===== src/rtl/truth_table_sweeper.sv =====
// Exhaustive truth-table sweep of two implementations of an N_IN-input function.
// Records both tables, counts differing vectors and remembers the lowest one.
module truth_table_sweeper #(
   parameter int N_IN   = 4,
   parameter int SETTLE = 1
) (
   input  logic                  clk,
   input  logic                  rst,
   input  logic                  start,
   input  logic                  abort,
   output logic [N_IN-1:0]       vec,
   input  logic                  s_ref,
   input  logic                  s_alt,
   output logic                  busy,
   output logic                  done,
   output logic                  aborted,
   output logic [(1<<N_IN)-1:0]  table_ref,
   output logic [(1<<N_IN)-1:0]  table_alt,
   output logic [N_IN:0]         mismatch_cnt,
   output logic [N_IN-1:0]       first_bad,
   output logic                  first_bad_valid,
   output logic                  equal
);

   localparam int NV = 1 << N_IN;
   localparam logic [N_IN-1:0] LAST_VEC = N_IN'(NV - 1);
   localparam logic [3:0] SETTLE_LAST = 4'(SETTLE - 1);

   typedef enum logic [1:0] {IDLE, APPLY, FINISH} state_t;

   state_t            state_reg, state_next;
   logic [N_IN-1:0]   vec_reg, vec_next;
   logic [3:0]        cnt_reg, cnt_next;
   logic              busy_reg, busy_next;
   logic              done_reg, done_next;
   logic              aborted_reg, aborted_next;
   logic [NV-1:0]     table_ref_reg, table_ref_next;
   logic [NV-1:0]     table_alt_reg, table_alt_next;
   logic [N_IN:0]     mismatch_reg, mismatch_next;
   logic [N_IN-1:0]   first_bad_reg, first_bad_next;
   logic              fbv_reg, fbv_next;
   logic              equal_reg, equal_next;

   always_ff @(posedge clk or posedge rst) begin
      if (rst) begin
         state_reg     <= IDLE;
         vec_reg       <= '0;
         cnt_reg       <= '0;
         busy_reg      <= 1'b0;
         done_reg      <= 1'b0;
         aborted_reg   <= 1'b0;
         table_ref_reg <= '0;
         table_alt_reg <= '0;
         mismatch_reg  <= '0;
         first_bad_reg <= '0;
         fbv_reg       <= 1'b0;
         equal_reg     <= 1'b0;
      end else begin
         state_reg     <= state_next;
         vec_reg       <= vec_next;
         cnt_reg       <= cnt_next;
         busy_reg      <= busy_next;
         done_reg      <= done_next;
         aborted_reg   <= aborted_next;
         table_ref_reg <= table_ref_next;
         table_alt_reg <= table_alt_next;
         mismatch_reg  <= mismatch_next;
         first_bad_reg <= first_bad_next;
         fbv_reg       <= fbv_next;
         equal_reg     <= equal_next;
      end
   end

   always_comb begin
      state_next     = state_reg;
      vec_next       = vec_reg;
      cnt_next       = cnt_reg;
      busy_next      = busy_reg;
      done_next      = 1'b0;
      aborted_next   = 1'b0;
      table_ref_next = table_ref_reg;
      table_alt_next = table_alt_reg;
      mismatch_next  = mismatch_reg;
      first_bad_next = first_bad_reg;
      fbv_next       = fbv_reg;
      equal_next     = equal_reg;
      case (state_reg)
         IDLE: begin
            if (start) begin
               state_next     = APPLY;
               vec_next       = '0;
               cnt_next       = '0;
               busy_next      = 1'b1;
               table_ref_next = '0;
               table_alt_next = '0;
               mismatch_next  = '0;
               first_bad_next = '0;
               fbv_next       = 1'b0;
               equal_next     = 1'b0;
            end
         end
         APPLY: begin
            // Abort wins over a sample landing on the same edge.
            if (abort) begin
               state_next   = IDLE;
               busy_next    = 1'b0;
               aborted_next = 1'b1;
            end else if (cnt_reg == SETTLE_LAST) begin
               table_ref_next[vec_reg] = s_ref;
               table_alt_next[vec_reg] = s_alt;
               if (s_ref != s_alt) begin
                  mismatch_next = mismatch_reg + (N_IN+1)'(1);
                  if (!fbv_reg) begin
                     first_bad_next = vec_reg;
                     fbv_next       = 1'b1;
                  end
               end
               if (vec_reg != LAST_VEC) begin
                  vec_next = vec_reg + N_IN'(1);
                  cnt_next = '0;
               end else begin
                  state_next = FINISH;
               end
            end else begin
               cnt_next = cnt_reg + 4'd1;
            end
         end
         FINISH: begin
            state_next = IDLE;
            busy_next  = 1'b0;
            done_next  = 1'b1;
            equal_next = (mismatch_reg == '0);
         end
         default: state_next = IDLE;
      endcase
   end

   assign vec             = vec_reg;
   assign busy            = busy_reg;
   assign done            = done_reg;
   assign aborted         = aborted_reg;
   assign table_ref       = table_ref_reg;
   assign table_alt       = table_alt_reg;
   assign mismatch_cnt    = mismatch_reg;
   assign first_bad       = first_bad_reg;
   assign first_bad_valid = fbv_reg;
   assign equal           = equal_reg;

endmodule


===== config.mk =====
export PLATFORM = sky130hd
export DESIGN_NAME = truth_table_sweeper
export DESIGN_NICKNAME = d
export VERILOG_FILES = /design/src/rtl/truth_table_sweeper.sv
export SDC_FILE = /design/constraint.sdc
export NUM_CORES = 1
export LEC_CHECK = 0
export ABC_AREA = 1
export CORE_MARGIN = 2
export CORE_UTILIZATION = 30
export CTS_BUF_LIST = sky130_fd_sc_hd__clkbuf_8
export CTS_CLUSTER_DIAMETER = 100
export DETAILED_ROUTE_END_ITERATION = 7
export GPL_TIMING_DRIVEN = 0
export PLACE_DENSITY = 0.51
export SLEW_MARGIN = 10
export SYNTH_ARGS = -nofsm -noshare
export SYNTH_HDL_FRONTEND = slang
export SYNTH_SLANG_ARGS = --single-unit

===== constraint.sdc =====
create_clock -name clk -period 6 [get_ports clk]
set_input_delay 1.8 -clock clk [delete_from_list [all_inputs] [get_ports clk]]
set_output_delay 1.8 -clock clk [all_outputs]
set_load 0.1 [all_outputs]

Yosys cells after proc, flatten, opt, wreduce, memory -nomap -nowiden --
Index checks and enable logic that the tools add are counted.
Word-level totals: word-level logic and storage cells 93, input port bits 6, output and inout port bits 50, register bits 56
Cells by class: magnitude comparators 2, reduce and logical (&&, ||, !) cells 15, $add $sub $neg 3, mux-type cells 47, equal/unequal tests 14
Operators by type and width (count):
- 16-bit 2-to-1 mux | 5
- 16-bit one-hot mux with 2 select lines | 2
- 4-bit 2-to-1 mux | 11
- 16-bit bitwise mux | 2
- 4-bit one-hot mux with 2 select lines | 3
- 5-bit 2-to-1 mux | 4
- 2-bit != test (second input constant) | 7
- 1-bit 2-to-1 mux | 10
- 5-bit one-hot mux with 2 select lines | 1
- 5-bit AND reduction | 2
- 3-bit != test (second input constant) | 3
- 4-bit by 1-bit adder with 4-bit output (second input constant) | 2
- 2-bit 2-to-1 mux | 4
- 4-bit AND reduction | 2
- 3-bit AND reduction | 2
- 6-bit AND reduction | 1
- 5-bit by 1-bit adder with 5-bit output (second input constant) | 1
- 5-bit logical NOT | 1
- 4-bit by 5-bit less-than comparator with 1-bit output (second input constant) | 1
- 1-bit demux with 4-bit select | 1
- 4-bit by 1-bit greater-or-equal comparator with 1-bit output (second input constant) | 1
- 4-bit logical NOT | 1
- 4-bit != test (second input constant) | 1
- 1-bit one-hot mux with 2 select lines | 2
- 10 further kinds | 11

Depth between registers and ports, before layout --
depth in word-level cells 8, depth in mapped cells 10, gate-level depth less buffers 9

Worst setup path after synthesis --
Ideal clock, no wire load.
path kind reg-to-output, from reg vec_reg[0] (netlist: vec[0]), to out vec[0], path buffers 0, path slack 3.208 ns, cell stages (with the launch flop) 1, arrival 0.992 ns, data required time 4.200 ns, path through dfrtp_1
RTL lines:
- from (decl) | line 32 | logic [N_IN-1:0] vec_reg, vec_next;
- from (signal assigned) | line 60 | vec_reg <= vec_next;
- to (decl) | line 11 | output logic [N_IN-1:0] vec,
No word-level cell between the ends.

Worst setup path after layout --
from reg vec_reg[0] (netlist: vec[0]), to out vec[0]
No word-level cell between the ends.

==> summary.md <==
| Metric | Value |
|---|---|
| Global placer's final weighted congestion | 0.811 |
| Post-CTS Resized | 0 |
| Post-synthesis mux area share | 0% |
| Final core utilization | 38.9% |
| Final net count | 501 |
| Total wire length | 8.11 mm |
| Clk_lat worst skew | 0.31 ns |
| Crit path kind | reg -> out |
| Drt drc | 0 |
| Mapped Area | 3150 sq um |
| Reg clk slew, reported paths | 0.11 ns |
| Global-route wire length before repair | 13.8 mm |
| Vias in the first global route | 2825 |
| Final ANT Viol Nets | 0 |
| Via count | 2889 |
| Peak Freq | 0.260 GHz |
| Share of layout cells above drive strength 1 | 7.05% |
| DR WL/cell | 13.1 microns |
| CP Capture Type | primary output |
| CP max stage delay | 1.22 ns |
| Slowest CP cell | clkdlybuf4s50_1 |
| Setup TNS Final | 0 ns |
| Postcts setup bufs | 0 |
| Die ar. | 11300 sq um |
| DR vias/cell | 4.67 |
| Complex-gate fraction of the synthesized area | 2.50% |
| CP bufs+invs | 1 |
| Initial antenna violation count | 0 |
| Final-report max-slew violation count | 0 |
| Total core area | 10200 sq um |
| Area occupied by multi-input gates | 1480 sq um |
| Input/output buffers | 55 |
| Starting Density | 30.8% |
| CP Max Fanout | 8 |
| PD cells | 455 nW/um^2 |
| Netlist cell types | 21 |
| N_diodes | 0 |
| Root Buffer | clkbuf_8 |
| CP cell instances | clkdlybuf4s50_1 |
| Fin crit share | 64.0% |
| # fillers | 1077 |
| Final Hold Vio Count | 0 |
| Maximum vdd drop | 321 uV |
| DR iter-0 viols | 126 |
| CTS max path bufs | 2 |
| Sink Count | 56 |
| Adder-cell share of the synthesized area | 5.57% |
| HPWL Detailed | 6.24 mm |
| WP data required | 4.20 ns |
| Max Cap Viol | 0 |
| Placed Area | 3890 sq um |
| Worst slew pin tran | 1.02 ns |
| Hold Crit Class | reg -> reg |
| Mapped Nets | 438 |
| Seq. cell area | 1400 sq um |
| Synth Instances | 418 |
| Seq cells post-synth | 56 |
| Gr usage total | 15.2% |
| Num rows | 37 |
| P_leak | 2.10 nW |
| Largest net degree at the start of global routing | 31 |
| Avg Synthesized Cell Area | 7.53 sq um |
| WP data arrival | 2.04 ns |
| Gr ovfl total | 0 |
| CTS Hold Bufs | 0 |
| Yosys warns | 0 |
| Startpoint Class | flip-flop |
| Xor/xnor cell area share of the yosys netlist | 0.557% |
| CTS tree | built |
| Fin area | 3980 sq um |
| RSZ-0062 raised after global routing | no |
| IO Pins | 56 |
| Die outline width | 106 microns |
| Area Overhead vs Synth | 26.4% |
| Final number of setup-violating endpoints | 0 |
| Post-synthesis simple-gate area fraction | 38.3% |
| Crit path time final | 3.84 ns |
| Slew HR | 32.1% |
| 1st-pass router iterations | 4 |
| Die Span Y | 106 microns |
| Clk_skew | 0.0143 ns |
| CP delay by family, top | buffers and inverters |
| Post-synthesis sequential area ratio | 44.5% |
| Status | complete, no violations |
| H-tree depth | 2 |
| Main combinational cell family by area after synthesis | simple AND/OR/NAND/NOR gates |
| CTS Buf Count | 5 |
layout by cell type, fill, tap and decap left out, types with 5 or more instances in the layout:
cell	instances
nand2_1	156
nand3_1	30
clkbuf_8	5
dfrtp_1	56
nand4_1	40
inv_1	40
buf_2	7
buf_4	7
nor2_1	34
ha_1	14
o21ai_0	14
clkdlybuf4s50_1	55
where the power goes:
part	switching [mW]	internal [mW]	total, mW
Sequential	0.0498	0.429	0.479
Clock	0.127	0.0818	0.208
Combinational	0.829	0.292	1.12
synth_stat cells, drive strengths merged:
cell type  count  share of area [%]
buf           16                3.5
clkbuf         2               0.24
dfrtp         56                 45
ha            14                5.6
inv           40                4.8
nand2        160                 20
nand3         31                5.1
nand3b         3               0.72
nand4         40                8.0
nor2          37                4.7
nor3           1               0.16
o21ai         14                2.2
o2bb2ai        1               0.28
or2            1               0.20
xnor2          2               0.56
metal layers:
| layer | up-vias | track usage, % | wire, microns |
|---|---|---|---|
| met5 | - | 0 | 0 |
| met4 | 0 | 5.01 | 161 |
| met3 | 14 | 2.45 | 353 |
| met2 | 63 | 25.2 | 3860 |
| met1 | 1344 | 20.1 | 3730 |
| li1 | 1468 | - | - |
logic make-up (layout without fill, tap and decap cells):
kind of cell	Yosys count	after routing
flip-flops	56	56
buffers and inverters	58	122
AO/OA/AOI/OAI	15	15
adder cells (fa/ha/maj)	14	14
XOR/XNOR	2	2
AND/OR/NAND/NOR	273	273
area by class of cell:
type | instances | share of cell area [%]
Tap cell | 136 | 4.28
Sequential cell | 56 | 35.2
Clock buffer | 5 | 1.73
Clock inverter | 3 | 0.503
Timing Repair Buffer | 56 | 14.3
Inverter | 40 | 3.78
Multi-Input combinational cell | 304 | 37.2
Buffer | 18 | 2.96
per-stage QoR:
stage                     std cells  hold slack (ns)  worst slack (ns)  power (mW)
after floorplan                 418            0.491              2.83        1.33
after global placement          609            0.457              1.73        1.61
after detailed placement        610            0.458              2.51        1.61
after CTS                       618            0.485              2.15        1.83
after global routing            618            0.504              2.11        1.95
final                           618            0.481              2.16        1.81
path summary, 6_finish.rpt:
check	start	to	slack [ns]	cells after the start
max in group asynchronous	rst	table_alt[13]	3.57	3
hold / removal	table_alt[11]	table_alt[11]	0.48	2
setup / recovery	vec[0]	vec[0]	2.16	1
hold reg to reg	table_alt[11]	table_alt[11]	0.48	2
min in group asynchronous	rst	aborted	1.87	2
setup reg to reg	state_reg[1]	table_ref[8]	4.08	7
Note: power is estimated with default switching activity, not from simulation.
